File: src/rtl/mips_pkg.sv
`default_nettype none
// ============================================================================
// Module   : mips_pkg
// Brief    : Shared fetch-stage types, word constants and PC helper.
// Revision : 1.0 - initial release
// ============================================================================
package mips_pkg;

    localparam int                WORD_W = 32;
    localparam logic [WORD_W-1:0] PC_INC = 32'd4;

    typedef enum logic [1:0] {
        IDLE = 2'd0,
        WAIT = 2'd1,
        DROP = 2'd2
    } fetch_state_e;

    typedef struct packed {
        logic [WORD_W-1:0] instr;
        logic [WORD_W-1:0] pc;
        logic [WORD_W-1:0] pc_plus4;
        logic              misalign;
    } fetch_entry_t;

    function automatic logic [WORD_W-1:0] next_pc(input logic [WORD_W-1:0] pc);
        return pc + PC_INC;
    endfunction

endpackage
`default_nettype wire

File: src/rtl/ifetch_fifo.sv
`default_nettype none
// ============================================================================
// Module   : ifetch_fifo
// Brief    : Circular fetch-entry FIFO with clear, occupancy and registered head.
// Revision : 1.0 - initial release
// ============================================================================
module ifetch_fifo
    import mips_pkg::*;
#(
    parameter int DEPTH = 2,
    parameter int CNT_W = $clog2(DEPTH + 1)
) (
    input  logic               clk,
    input  logic               rst,
    input  logic               i_push,
    input  fetch_entry_t       i_push_data,
    input  logic               i_pop,
    input  logic               i_clear,
    output logic [CNT_W-1:0]   o_count,
    output logic               o_valid,
    output fetch_entry_t       o_head
);

    localparam int c_ptr_w = (DEPTH > 1) ? $clog2(DEPTH) : 1;

    fetch_entry_t              r_mem [DEPTH];
    logic [c_ptr_w-1:0]        r_head_ptr;
    logic [c_ptr_w-1:0]        r_tail_ptr;
    logic [CNT_W-1:0]          r_count;
    fetch_entry_t              r_head;

    logic                      w_do_push;
    logic                      w_do_pop;
    logic [c_ptr_w-1:0]        w_head_ptr_nxt;
    logic [CNT_W-1:0]          w_count_nxt;
    fetch_entry_t              w_head_nxt;

    assign w_do_push = i_push && !i_clear;
    assign w_do_pop  = i_pop && (r_count != '0) && !i_clear;

    // The head register is loaded with whatever will sit at the head after
    // this edge, bypassing the array when the pushed word lands there.
    always_comb begin
        w_head_ptr_nxt = r_head_ptr;
        if (w_do_pop)
            w_head_ptr_nxt = r_head_ptr + c_ptr_w'(1);

        w_count_nxt = r_count;
        case ({w_do_push, w_do_pop})
            2'b10:   w_count_nxt = r_count + CNT_W'(1);
            2'b01:   w_count_nxt = r_count - CNT_W'(1);
            default: w_count_nxt = r_count;
        endcase

        w_head_nxt = r_mem[w_head_ptr_nxt];
        if (w_do_push && (r_tail_ptr == w_head_ptr_nxt))
            w_head_nxt = i_push_data;
    end

    always_ff @(posedge clk) begin
        if (w_do_push)
            r_mem[r_tail_ptr] <= i_push_data;
    end

    always_ff @(posedge clk or posedge rst) begin
        if (rst) begin
            r_head_ptr <= '0;
            r_tail_ptr <= '0;
            r_count    <= '0;
            r_head     <= '0;
        end else if (i_clear) begin
            r_head_ptr <= '0;
            r_tail_ptr <= '0;
            r_count    <= '0;
        end else begin
            if (w_do_push)
                r_tail_ptr <= r_tail_ptr + c_ptr_w'(1);
            r_head_ptr <= w_head_ptr_nxt;
            r_count    <= w_count_nxt;
            if (w_count_nxt != '0)
                r_head <= w_head_nxt;
        end
    end

    assign o_count = r_count;
    assign o_valid = (r_count != '0);
    assign o_head  = r_head;

endmodule
`default_nettype wire

File: src/rtl/ifetch_unit.sv
`default_nettype none
// ============================================================================
// Module   : ifetch_unit
// Brief    : Single-outstanding instruction fetch with flush and decode FIFO.
// Revision : 1.0 - initial release
// ============================================================================
module ifetch_unit
    import mips_pkg::*;
#(
    parameter int                DEPTH    = 2,
    parameter logic [WORD_W-1:0] NOP_WORD = 32'h0000_0000
) (
    input  logic              clk,
    input  logic              rst,
    input  logic [WORD_W-1:0] pc_in,
    input  logic              pc_valid,
    output logic              pc_ready,
    input  logic              flush,
    output logic              imem_req,
    output logic [WORD_W-1:0] imem_addr,
    input  logic              imem_rvalid,
    input  logic [WORD_W-1:0] imem_rdata,
    output logic              if_valid,
    input  logic              if_ready,
    output logic [WORD_W-1:0] if_instr,
    output logic [WORD_W-1:0] if_pc,
    output logic [WORD_W-1:0] if_pc_plus4,
    output logic              if_misalign,
    output logic              err_spurious
);

    localparam int               c_cnt_w = $clog2(DEPTH + 1);
    localparam logic [c_cnt_w-1:0] c_depth = c_cnt_w'(DEPTH);

    fetch_state_e          r_state;
    logic                  r_req;
    logic [WORD_W-1:0]     r_addr;
    logic                  r_err;

    logic [c_cnt_w-1:0]    w_fifo_count;
    logic [c_cnt_w-1:0]    w_occupancy;
    logic                  w_accept;
    logic                  w_aligned;
    logic                  w_push;
    fetch_entry_t          w_push_data;
    logic                  w_pop;
    fetch_entry_t          w_head;

    // The outstanding request already owns a FIFO slot, so the FIFO never overflows.
    assign w_occupancy = w_fifo_count + c_cnt_w'(r_state == WAIT);
    assign pc_ready    = (r_state == IDLE) && !flush && (w_occupancy < c_depth);
    assign w_accept    = pc_valid && pc_ready;
    assign w_aligned   = (pc_in[1:0] == 2'b00);
    assign w_pop       = if_valid && if_ready;

    always_comb begin
        w_push      = 1'b0;
        w_push_data = '0;
        if (!flush) begin
            if ((r_state == WAIT) && imem_rvalid) begin
                w_push      = 1'b1;
                w_push_data = '{instr: imem_rdata, pc: r_addr,
                                pc_plus4: next_pc(r_addr), misalign: 1'b0};
            end else if (w_accept && !w_aligned) begin
                w_push      = 1'b1;
                w_push_data = '{instr: NOP_WORD, pc: pc_in,
                                pc_plus4: next_pc(pc_in), misalign: 1'b1};
            end
        end
    end

    // r_addr doubles as the latched PC of the outstanding fetch.
    always_ff @(posedge clk or posedge rst) begin
        if (rst) begin
            r_state <= IDLE;
            r_req   <= 1'b0;
            r_addr  <= '0;
            r_err   <= 1'b0;
        end else begin
            r_req <= w_accept && w_aligned;
            if (w_accept && w_aligned)
                r_addr <= pc_in;
            case (r_state)
                IDLE: begin
                    if (imem_rvalid)
                        r_err <= 1'b1;
                    if (w_accept && w_aligned)
                        r_state <= WAIT;
                end
                WAIT: begin
                    if (imem_rvalid)
                        r_state <= IDLE;
                    else if (flush)
                        r_state <= DROP;
                end
                DROP: begin
                    if (imem_rvalid)
                        r_state <= IDLE;
                end
                default: r_state <= IDLE;
            endcase
        end
    end

    ifetch_fifo #(
        .DEPTH (DEPTH),
        .CNT_W (c_cnt_w)
    ) u_fifo (
        .clk         (clk),
        .rst         (rst),
        .i_push      (w_push),
        .i_push_data (w_push_data),
        .i_pop       (w_pop),
        .i_clear     (flush),
        .o_count     (w_fifo_count),
        .o_valid     (if_valid),
        .o_head      (w_head)
    );

    assign imem_req     = r_req;
    assign imem_addr    = r_addr;
    assign err_spurious = r_err;
    assign if_instr     = w_head.instr;
    assign if_pc        = w_head.pc;
    assign if_pc_plus4  = w_head.pc_plus4;
    assign if_misalign  = w_head.misalign;

endmodule
`default_nettype wire

File: config.mk
export PLATFORM = sky130hd
export DESIGN_NAME = ifetch_unit
export DESIGN_NICKNAME = d
export VERILOG_FILES = /design/src/rtl/mips_pkg.sv /design/src/rtl/ifetch_fifo.sv /design/src/rtl/ifetch_unit.sv
export SDC_FILE = /design/constraint.sdc
export NUM_CORES = 1
export LEC_CHECK = 0
export ABC_AREA = 1
export CORE_MARGIN = 2
export CORE_UTILIZATION = 50
export CTS_BUF_LIST = sky130_fd_sc_hd__clkbuf_8
export DETAILED_ROUTE_END_ITERATION = 8
export PLACE_DENSITY = 0.8
export SLEW_MARGIN = 10
export SYNTH_ARGS = -nofsm -noshare
export SYNTH_HDL_FRONTEND = slang
export SYNTH_SLANG_ARGS = --single-unit
File: constraint.sdc
create_clock -name clk -period 6.3 [get_ports clk]
set_input_delay 1.26 -clock clk [delete_from_list [all_inputs] [get_ports clk]]
set_output_delay 1.26 -clock clk [all_outputs]
set_load 0.02 [all_outputs]
==> impl_table.tex, run 1 <==
\begin{tabular}{lr}
\hline
Metric & Value \\
\hline
\multicolumn{2}{l}{\textbf{Run status}} \\
Status & complete, no violations \\
\multicolumn{2}{l}{\textbf{CTS}} \\
CTS tree & built \\
Level count of the clock H-tree & 2 \\
Clock-pin slew of the registers on the worst-case setup and hold paths & about 60 ps \\
Sinks on the clock net & $\sim$330 \\
Number of buffers inserted by post-CTS setup repair & 0 \\
Count of hold-fix buffers inserted at cts & 0 \\
Clock Root Buffer & sky130\_fd\_sc\_hd\_\_clkbuf\_8 \\
CTS Buffer Depth & 3 \\
Clock latency on the worst-skew pair & around 590 ps \\
Total CTS buffers & 54 \\
Number of cells upsized or downsized after cts & 0 \\
\multicolumn{2}{l}{\textbf{Placement}} \\
Number of buffer cells added on primary ports & $\sim$200 \\
Worst slack at placement & approximately 1200 ps \\
DPL Wire Length & 31,100 um \\
Final weighted congestion in routability-driven placement & a little under 1 \\
Post-DP Area & roughly 18,000 um\^{}2 \\
\# placed instances & between 2,000 and 2,500 \\
\multicolumn{2}{l}{\textbf{Power}} \\
Power per cell area & between 300 and 400 nW/um\^{}2 \\
Leakage power & 8.15 nW \\
Worst-case vdd ir drop & about 0.00026 V \\
\multicolumn{2}{l}{\textbf{Timing}} \\
Minimum period implied by the final worst setup slack & 4570 ps \\
Slew at the pin closest to its max-slew limit & between 1000 and 1500 ps \\
Worst rel slew slack & 0.185 \\
Worst setup margin & $\sim$1700 ps \\
Maximum operating frequency & about 0.22 GHz \\
Fin. max-slew vios & 0 \\
Final setup viols & 0 \\
Final critical-path share of the clock period & 0.726 \\
Final Hold Slack & around 480 ps \\
Setup repair after global routing missed its margin & no \\
Worst clock skew & between 15 and 20 ps \\
Total count of hold-check failures in the final report & 0 \\
\multicolumn{2}{l}{\textbf{Drt}} \\
WL met1 & 19,100 um \\
Post-detailed-route DRC marker count & 0 \\
Average routed wire per standard cell & 18.9 um \\
First-pass detailed-route iteration total & 6 \\
Routed via count & approximately 14,000 \\
Uppermost routed layer & met4 \\
Final wirelength & about 46,000 um \\
Detail Route met3 WL & roughly 4700 um \\
Wire length on met2 & 21,200 um \\
Initial drt markers & approximately 1,300 \\
Antenna viol nets, final & 0 \\
Routed via count divided by cell count & 5.58 \\
\multicolumn{2}{l}{\textbf{GRT}} \\
First-pass GRT wire length & roughly 73,000 um \\
Via count of the first global-routing pass & 13,500 \\
Maximum number of pins on one net before global-route repair & between 100 and 150 \\
Gr usage total & 0.280 \\
Number of antenna violations at the first check in global routing & 0 \\
Total congestion overflow after global routing & 0 \\
\multicolumn{2}{l}{\textbf{Cells and area}} \\
FILL cells & about 2,600 \\
Design area & 18,900 um\^{}2 \\
Number of antenna repair diodes & 0 \\
Total number of nets in the final design & 2,080 \\
Final cell count without fillers & approximately 2,400 \\
Area overhead of the layout relative to synthesis & 21.0\% \\
Share of post-route cells with drive strength above 1 & 0.0653 \\
\multicolumn{2}{l}{\textbf{Yosys}} \\
Count of cell types in the netlist & 38 \\
Average instance area after synthesis & 8.59 um\^{}2 \\
\#FFs+latches synth & about 330 \\
Cell Area, Synth & roughly 16,000 um\^{}2 \\
Mapped Cells & around 1,800 \\
Share of synthesized area occupied by flip-flops and latches & 0.580 \\
Mapped Nets & about 1,900 \\
Warnings, synthesis & 0 \\
\multicolumn{2}{l}{\textbf{Job}} \\
Number of violations of the max-capacitance limit & 0 \\
\multicolumn{2}{l}{\textbf{Min path}} \\
End point of the worst hold path & u\_fifo.o\_head[50]\$\_DFFE\_PP0P\_ \\
Type of the most critical hold path & register to register \\
Launch instance of the worst min-delay path & u\_fifo.o\_head[50]\$\_DFFE\_PP0P\_ \\
Hold-critical path depth & 2 \\
\multicolumn{2}{l}{\textbf{Critical path}} \\
Req. time, crit path & between 6000 and 7000 ps \\
Flop2flop setup slack & $\sim$2300 ps \\
Crit Path Category & primary input to register \\
Sort of element at the end of the critical path & register \\
Crit path max fanout & 39 \\
Setup crit start kind & primary input \\
Arrival time of the worst setup path & 5040 ps \\
Source of the worst register-to-register timing path & r\_state[0]\$\_DFFE\_PP0P\_ \\
Length in cells of the worst reg-to-reg path & 15 \\
Critical register-to-register path endpoint & u\_fifo.o\_head[0]\$\_DFFE\_PP0P\_ \\
\multicolumn{2}{l}{\textbf{Floorplan}} \\
Die span in x & 181 um \\
Number of rows created at floorplan & 64 \\
Starting utilization of the core area & 0.510 \\
Area of the die & approximately 33,000 um\^{}2 \\
Top-level port count & 203 \\
Die height & $\sim$180 um \\
Placeable core region & about 30,000 um\^{}2 \\
\hline
\end{tabular}
==> area by class of cell <==
cell class | count | area [um^2] | share of cell area
clock inverters | 38 | 218 | 0.0115
clock buffers | 64 | 881 | 0.0465
flip-flops and latches | 325 | 9080 | 0.479
multi-input cells | 1261 | 5560 | 0.293
well taps | 396 | 495 | 0.0262
inverters | 147 | 558 | 0.0295
repair buffers | 218 | 2150 | 0.113
==> synthesized netlist by cell type (all sizes together) <==
| cell | count | area, um^2 |
|---|---|---|
| edfxtp | 190 | 5710 |
| dfrtp | 135 | 3380 |
| nand3b | 1 | 7.51 |
| a21o | 3 | 22.5 |
| nand2 | 459 | 1740 |
| clkbuf | 24 | 90.1 |
| ha | 3 | 37.5 |
| a22oi | 2 | 15.0 |
| a21boi | 3 | 22.5 |
| o211ai | 15 | 113 |
| inv | 147 | 552 |
| o21ai | 119 | 596 |
| nor2 | 348 | 1330 |
| xor2 | 4 | 35.0 |
| a21oi | 101 | 505 |
| or2 | 19 | 119 |
| o21a | 1 | 7.51 |
| nor3 | 25 | 125 |
| and2 | 2 | 12.5 |
| o31ai | 1 | 7.51 |
| nand4 | 17 | 106 |
| nand3 | 128 | 653 |
| o21bai | 3 | 22.5 |
| o22ai | 3 | 18.8 |
| xnor2 | 3 | 26.3 |
| buf | 66 | 398 |
| a31o | 1 | 8.76 |
==> placed cells by master, fill, tap and decap left out, types with 4 or more instances in the layout <==
| cell type | instances |
|---|---|
| sky130_fd_sc_hd__inv_1 | 159 |
| sky130_fd_sc_hd__nor3_1 | 25 |
| sky130_fd_sc_hd__nand3_1 | 127 |
| sky130_fd_sc_hd__nand2_2 | 5 |
| sky130_fd_sc_hd__o21ai_1 | 13 |
| sky130_fd_sc_hd__clkinv_1 | 6 |
| sky130_fd_sc_hd__o211ai_1 | 15 |
| sky130_fd_sc_hd__nand4_1 | 17 |
| sky130_fd_sc_hd__xor2_1 | 4 |
| sky130_fd_sc_hd__or2_2 | 17 |
| sky130_fd_sc_hd__a21oi_1 | 101 |
| sky130_fd_sc_hd__nor2_4 | 5 |
| sky130_fd_sc_hd__edfxtp_1 | 190 |
| sky130_fd_sc_hd__o21ai_0 | 106 |
| sky130_fd_sc_hd__nor2_1 | 341 |
| sky130_fd_sc_hd__clkdlybuf4s50_1 | 201 |
| sky130_fd_sc_hd__buf_4 | 15 |
| sky130_fd_sc_hd__nand2_1 | 452 |
| sky130_fd_sc_hd__clkbuf_8 | 64 |
| sky130_fd_sc_hd__clkinv_2 | 7 |
| sky130_fd_sc_hd__dfrtp_1 | 135 |
| sky130_fd_sc_hd__inv_2 | 7 |
==> per-stage QoR <==
stage | utilization | TNS [ps] | power [W]
after floorplan | - | -75290 | 0.00392
after global placement | 0.582 | 0 | 0.00489
after detailed placement | 0.582 | 0 | 0.00494
after CTS | 0.618 | 0 | 0.00681
after global routing | 0.618 | 0 | 0.00710
final | 0.618 | 0 | 0.00678
==> logic make-up after synthesis <==
group                    after synthesis  share of synthesized area
AO/OA/AOI/OAI                        252                     0.0855
AND/OR/NAND/NOR                      999                      0.261
adder cells (fa/ha/maj)                3                    0.00240
flip-flops                           325                      0.580
buffers and inverters                237                     0.0664
XOR/XNOR                               7                    0.00392
==> where the power goes <==
group / switching, W / total (W) / internal (W) / leakage (nW)
clock network: 0.000848 / 0.00186 / 0.00101 / 0.639
logic: 0.00115 / 0.00200 / 0.000853 / 4.05
registers: 0.000295 / 0.00292 / 0.00262 / 3.45
==> critical path: stages <==
cell and delay [ps]:
sky130_fd_sc_hd__clkdlybuf4s50_1 470, sky130_fd_sc_hd__or2_2 150, sky130_fd_sc_hd__nand4_1 450, sky130_fd_sc_hd__nand2_1 340, sky130_fd_sc_hd__nand2_1 250, sky130_fd_sc_hd__ha_1 310
sky130_fd_sc_hd__or2_1 220, sky130_fd_sc_hd__nand4_1 80, sky130_fd_sc_hd__nand3_1 140, sky130_fd_sc_hd__nand2_4 400, sky130_fd_sc_hd__clkinv_2 320, sky130_fd_sc_hd__buf_4 360
sky130_fd_sc_hd__a21oi_1 190, sky130_fd_sc_hd__a21oi_1 80
==> state kept, by name, indices dropped and copies added (netlist names) <==
register,count
imem_addr,32
imem_req,1
u_fifo.r_mem,190
u_fifo.r_head_ptr,1
r_state,2
u_fifo.o_count,2
u_fifo.o_head,95
u_fifo.r_tail_ptr,1
err_spurious,1
==> layer usage <==
| metal | vias up | GRT usage |
|---|---|---|
| met1 | 6539 | 0.387 |
| met5 | - | 0 |
| met2 | 676 | 0.443 |
| met3 | 99 | 0.0574 |
| li1 | 6347 | - |
| met4 | 0 | 0.0948 |
==> worst max-delay path by stage <==
| stage | startpoint | end | slack, ps | depth (start not counted) |
|---|---|---|---|---|
| after floorplan | flush | u_fifo.r_mem[0][0]$_DFFE_PP_ | -400 | 6 |
| after global placement | pc_in[1] | u_fifo.o_head[0]$_DFFE_PP0P_ | 1330 | 15 |
| after detailed placement | pc_in[1] | u_fifo.o_head[0]$_DFFE_PP0P_ | 1180 | 14 |
| after CTS | pc_in[1] | u_fifo.o_head[0]$_DFFE_PP0P_ | 1800 | 14 |
| after global routing | pc_in[1] | u_fifo.o_head[23]$_DFFE_PP0P_ | 1450 | 16 |
| final | pc_in[1] | u_fifo.o_head[0]$_DFFE_PP0P_ | 1730 | 14 |
Power figures use the tool's default switching activity.
==> run 2: changes to the inputs <==
==> constraint.sdc (replaced) <==
create_clock -name clk -period 4.8 [get_ports clk]
set_input_delay 0.96 -clock clk [delete_from_list [all_inputs] [get_ports clk]]
set_output_delay 0.96 -clock clk [all_outputs]
set_load 0.02 [all_outputs]
==> run 2 against run 1 <==
Compared with the run above: flip-flop and latch count unchanged; global-route usage down 0.58 points; clock skew up 16 ps; worst hold slack worse by 1.5 ps; largest cell class unchanged; sequential share of layout area down 0.095 points; critical endpoint unchanged.
==> impl_table.tex, run 2 (synthesis results as in run 1) <==
\begin{tabular}{lr}
\hline
Metric & Value \\
\hline
\multicolumn{2}{l}{\textbf{Cells and area}} \\
Top reg by flops & u\_fifo.r\_mem \\
Most common library cell in the layout ignoring fill and taps & sky130\_fd\_sc\_hd\_\_nand2\_1 \\
Total number of nets in the final design & 2,087 (+0.34\%) \\
Commonest cells after routing, fill and taps aside & sky130\_fd\_sc\_hd\_\_nand2\_1 (452), sky130\_fd\_sc\_hd\_\_nor2\_1 (341), sky130\_fd\_sc\_hd\_\_clkdlybuf4s50\_1 (201) \\
Area overhead of the layout relative to synthesis & 21.3\% \\
Flip-flop count of the largest register after layout & 190 (unchanged) \\
Share of post-route cells with drive strength above 1 & 0.0670 (+0.00172) \\
\multicolumn{2}{l}{\textbf{GRT}} \\
Number of antenna violations at the first check in global routing & 1 (+1) \\
First-pass GRT wire length & 71,300 um (-1.9\%) \\
Maximum number of pins on one net before global-route repair & 115 (+14\%) \\
Via count of the first global-routing pass & 13,100 (-3.2\%) \\
Gr usage total & 0.274 (-0.00582) \\
Total congestion overflow after global routing & 0 (unchanged) \\
\multicolumn{2}{l}{\textbf{Placement}} \\
Number of buffer cells added on primary ports & 202 (unchanged) \\
Final weighted congestion in routability-driven placement & 0.937 (-2.5\%) \\
DPL Wire Length & 30,800 um (-0.93\%) \\
\multicolumn{2}{l}{\textbf{Floorplan}} \\
Starting utilization of the core area & 0.510 (unchanged) \\
Area of the die & 32,700 um\^{}2 (unchanged) \\
Die span in x & 181 um (unchanged) \\
Number of rows created at floorplan & 64 (unchanged) \\
Die height & 181 um (unchanged) \\
Top-level port count & 203 (unchanged) \\
Placeable core region & 30,700 um\^{}2 (unchanged) \\
\multicolumn{2}{l}{\textbf{CTS}} \\
Total CTS buffers & 54 (unchanged) \\
Clock Root Buffer & sky130\_fd\_sc\_hd\_\_clkbuf\_8 \\
Level count of the clock H-tree & 2 (unchanged) \\
CTS Buffer Depth & 3 (unchanged) \\
Clock-pin slew of the registers on the worst-case setup and hold paths & 60 ps (about the same) \\
CTS tree & built \\
Clock latency on the worst-skew pair & 590 ps (about the same) \\
Count of hold-fix buffers inserted at cts & 0 (unchanged) \\
Number of buffers inserted by post-CTS setup repair & 0 (unchanged) \\
Number of cells upsized or downsized after cts & 0 (unchanged) \\
Sinks on the clock net & 325 (unchanged) \\
\multicolumn{2}{l}{\textbf{Drt}} \\
First-pass detailed-route iteration total & 5 (-1) \\
Average routed wire per standard cell & 18.5 um (-2.5\%) \\
Final wirelength & 45,300 um (-2.1\%) \\
Antenna viol nets, final & 0 (unchanged) \\
Post-detailed-route DRC marker count & 0 (unchanged) \\
Routed via count divided by cell count & 5.48 (-1.7\%) \\
Routed via count & 13,500 (-1.4\%) \\
Initial drt markers & 1,169 (-9.7\%) \\
\multicolumn{2}{l}{\textbf{Timing}} \\
Minimum period implied by the final worst setup slack & roughly 3600 ps \\
Fin. max-slew vios & 0 (unchanged) \\
Maximum operating frequency & 0.279 GHz \\
Worst clock skew & 34.3 ps (+15.7 ps) \\
Worst rel slew slack & 0.213 (+0.0282) \\
Setup repair after global routing missed its margin & no \\
Total count of hold-check failures in the final report & 0 (unchanged) \\
Final setup viols & 0 (unchanged) \\
Setup TNS Final & 0 ps (unchanged) \\
Final critical-path share of the clock period & 0.746 \\
Slew at the pin closest to its max-slew limit & 1180 ps (-42.2 ps) \\
\multicolumn{2}{l}{\textbf{Critical path}} \\
Cell with the largest stage delay on the worst path & sky130\_fd\_sc\_hd\_\_clkdlybuf4s50\_1 \\
Sort of element at the end of the critical path & register \\
Crit Path Category & primary input to register \\
Category of cells accounting for the largest share of critical-path delay & simple AND/OR/NAND/NOR gates \\
CP bufs+invs & 4 (+1) \\
Req. time, crit path & 5260 ps (-1510 ps) \\
Crit path max fanout & 55 (+41\%) \\
Setup crit start kind & primary input \\
CP Cell Sequence & clkdlybuf4s50\_1, or2\_2, nand4\_1, nand2\_1, nand2\_1, ha\_1, inv\_1, nand3\_1, nand2\_1, nand3\_1, nand2\_4, clkinv\_2, buf\_12, a21oi\_1, a21oi\_1 \\
Crit path largest cell delay & 410 ps (-60 ps) \\
Library cell appearing most often on the critical path & sky130\_fd\_sc\_hd\_\_nand2\_1 \\
Arrival time of the worst setup path & 4040 ps (-1000 ps) \\
\multicolumn{2}{l}{\textbf{Power}} \\
Power per cell area & 463 nW/um\^{}2 (+30\%) \\
Worst-case vdd ir drop & 0.000279 V (+8.5\%) \\
Leakage power & 8.17 nW (+0.33\%) \\
Total Power Consumption & 0.00880 W (+30\%) \\
\multicolumn{2}{l}{\textbf{Job}} \\
Number of violations of the max-capacitance limit & 0 (unchanged) \\
\multicolumn{2}{l}{\textbf{Run status}} \\
Status & complete, no violations \\
\multicolumn{2}{l}{\textbf{Min path}} \\
Type of the most critical hold path & register to register \\
\hline
\end{tabular}
==> run 2: report_power, final <==
group	total (W)	internal [W]	switching, W
Sequential	0.00382	0.00344	0.000375
Clock	0.00235	0.00123	0.00112
Combinational	0.00263	0.00113	0.00150
Total	0.00880	0.00580	0.00300
==> run 2: final cells by class <==
| class | count | area (um^2) |
|---|---|---|
| inverters | 147 | 558 |
| fillers | 2608 | 11700 |
| diodes | 1 | 2.50 |
| clock buffers | 58 | 798 |
| clock inverters | 44 | 245 |
| well taps | 396 | 495 |
| flip-flops and latches | 325 | 9080 |
| multi-input cells | 1261 | 5560 |
| repair buffers | 225 | 2240 |
==> run 2: worst reg2reg max path, stage by stage (launching register included) <==
cell and delay, ps:
sky130_fd_sc_hd__dfrtp_1 410, sky130_fd_sc_hd__inv_2 60, sky130_fd_sc_hd__nand2_1 70, sky130_fd_sc_hd__nor2_2 130, sky130_fd_sc_hd__nand4_1 140, sky130_fd_sc_hd__nand2_1 170
sky130_fd_sc_hd__nand2_1 220, sky130_fd_sc_hd__ha_1 350, sky130_fd_sc_hd__inv_1 100, sky130_fd_sc_hd__nand3_1 90, sky130_fd_sc_hd__nand2_1 60, sky130_fd_sc_hd__nand3_1 120
sky130_fd_sc_hd__nand2_4 180, sky130_fd_sc_hd__clkinv_2 320, sky130_fd_sc_hd__buf_12 330, sky130_fd_sc_hd__a21oi_1 200, sky130_fd_sc_hd__a21oi_1 80
==> run 2: path summary, 6_finish.rpt <==
check | from | to | slack [ps] | depth (start not counted)
max in group asynchronous | rst | u_fifo.o_head[46]$_DFFE_PP0P_ | 2970 | 3
min | u_fifo.o_head[38]$_DFFE_PP0P_ | u_fifo.o_head[38]$_DFFE_PP0P_ | 480 | 2
max reg2reg | r_state[0]$_DFFE_PP0P_ | u_fifo.o_head[0]$_DFFE_PP0P_ | 1630 | 16
min in group asynchronous | rst | u_fifo.o_head[70]$_DFFE_PP0P_ | 970 | 2
min reg2reg | u_fifo.o_head[38]$_DFFE_PP0P_ | u_fifo.o_head[38]$_DFFE_PP0P_ | 480 | 2
max | pc_in[0] | u_fifo.o_head[0]$_DFFE_PP0P_ | 1220 | 15
==> run 2: per-stage QoR <==
stage,setup slack (ps),cell area (um^2),std cells,utilization,hold WS [ps]
final,1220,19000,2457,0.619,477
after CTS,1280,19000,2456,0.619,481
after global placement,774,17900,2354,0.585,464
after global routing,1020,19000,2457,0.619,507
after detailed placement,682,17900,2354,0.585,465
after floorplan,-1600,15700,1823,-,493
==> run 2: metal layers <==
layer  wire [um]  global-route usage  vias up
met2       20600               0.427      613
met3        4150              0.0538       84
li1            -                   -     6365
met5           0                   0        -
met1       19300               0.389     6414
met4        1290              0.0887        0
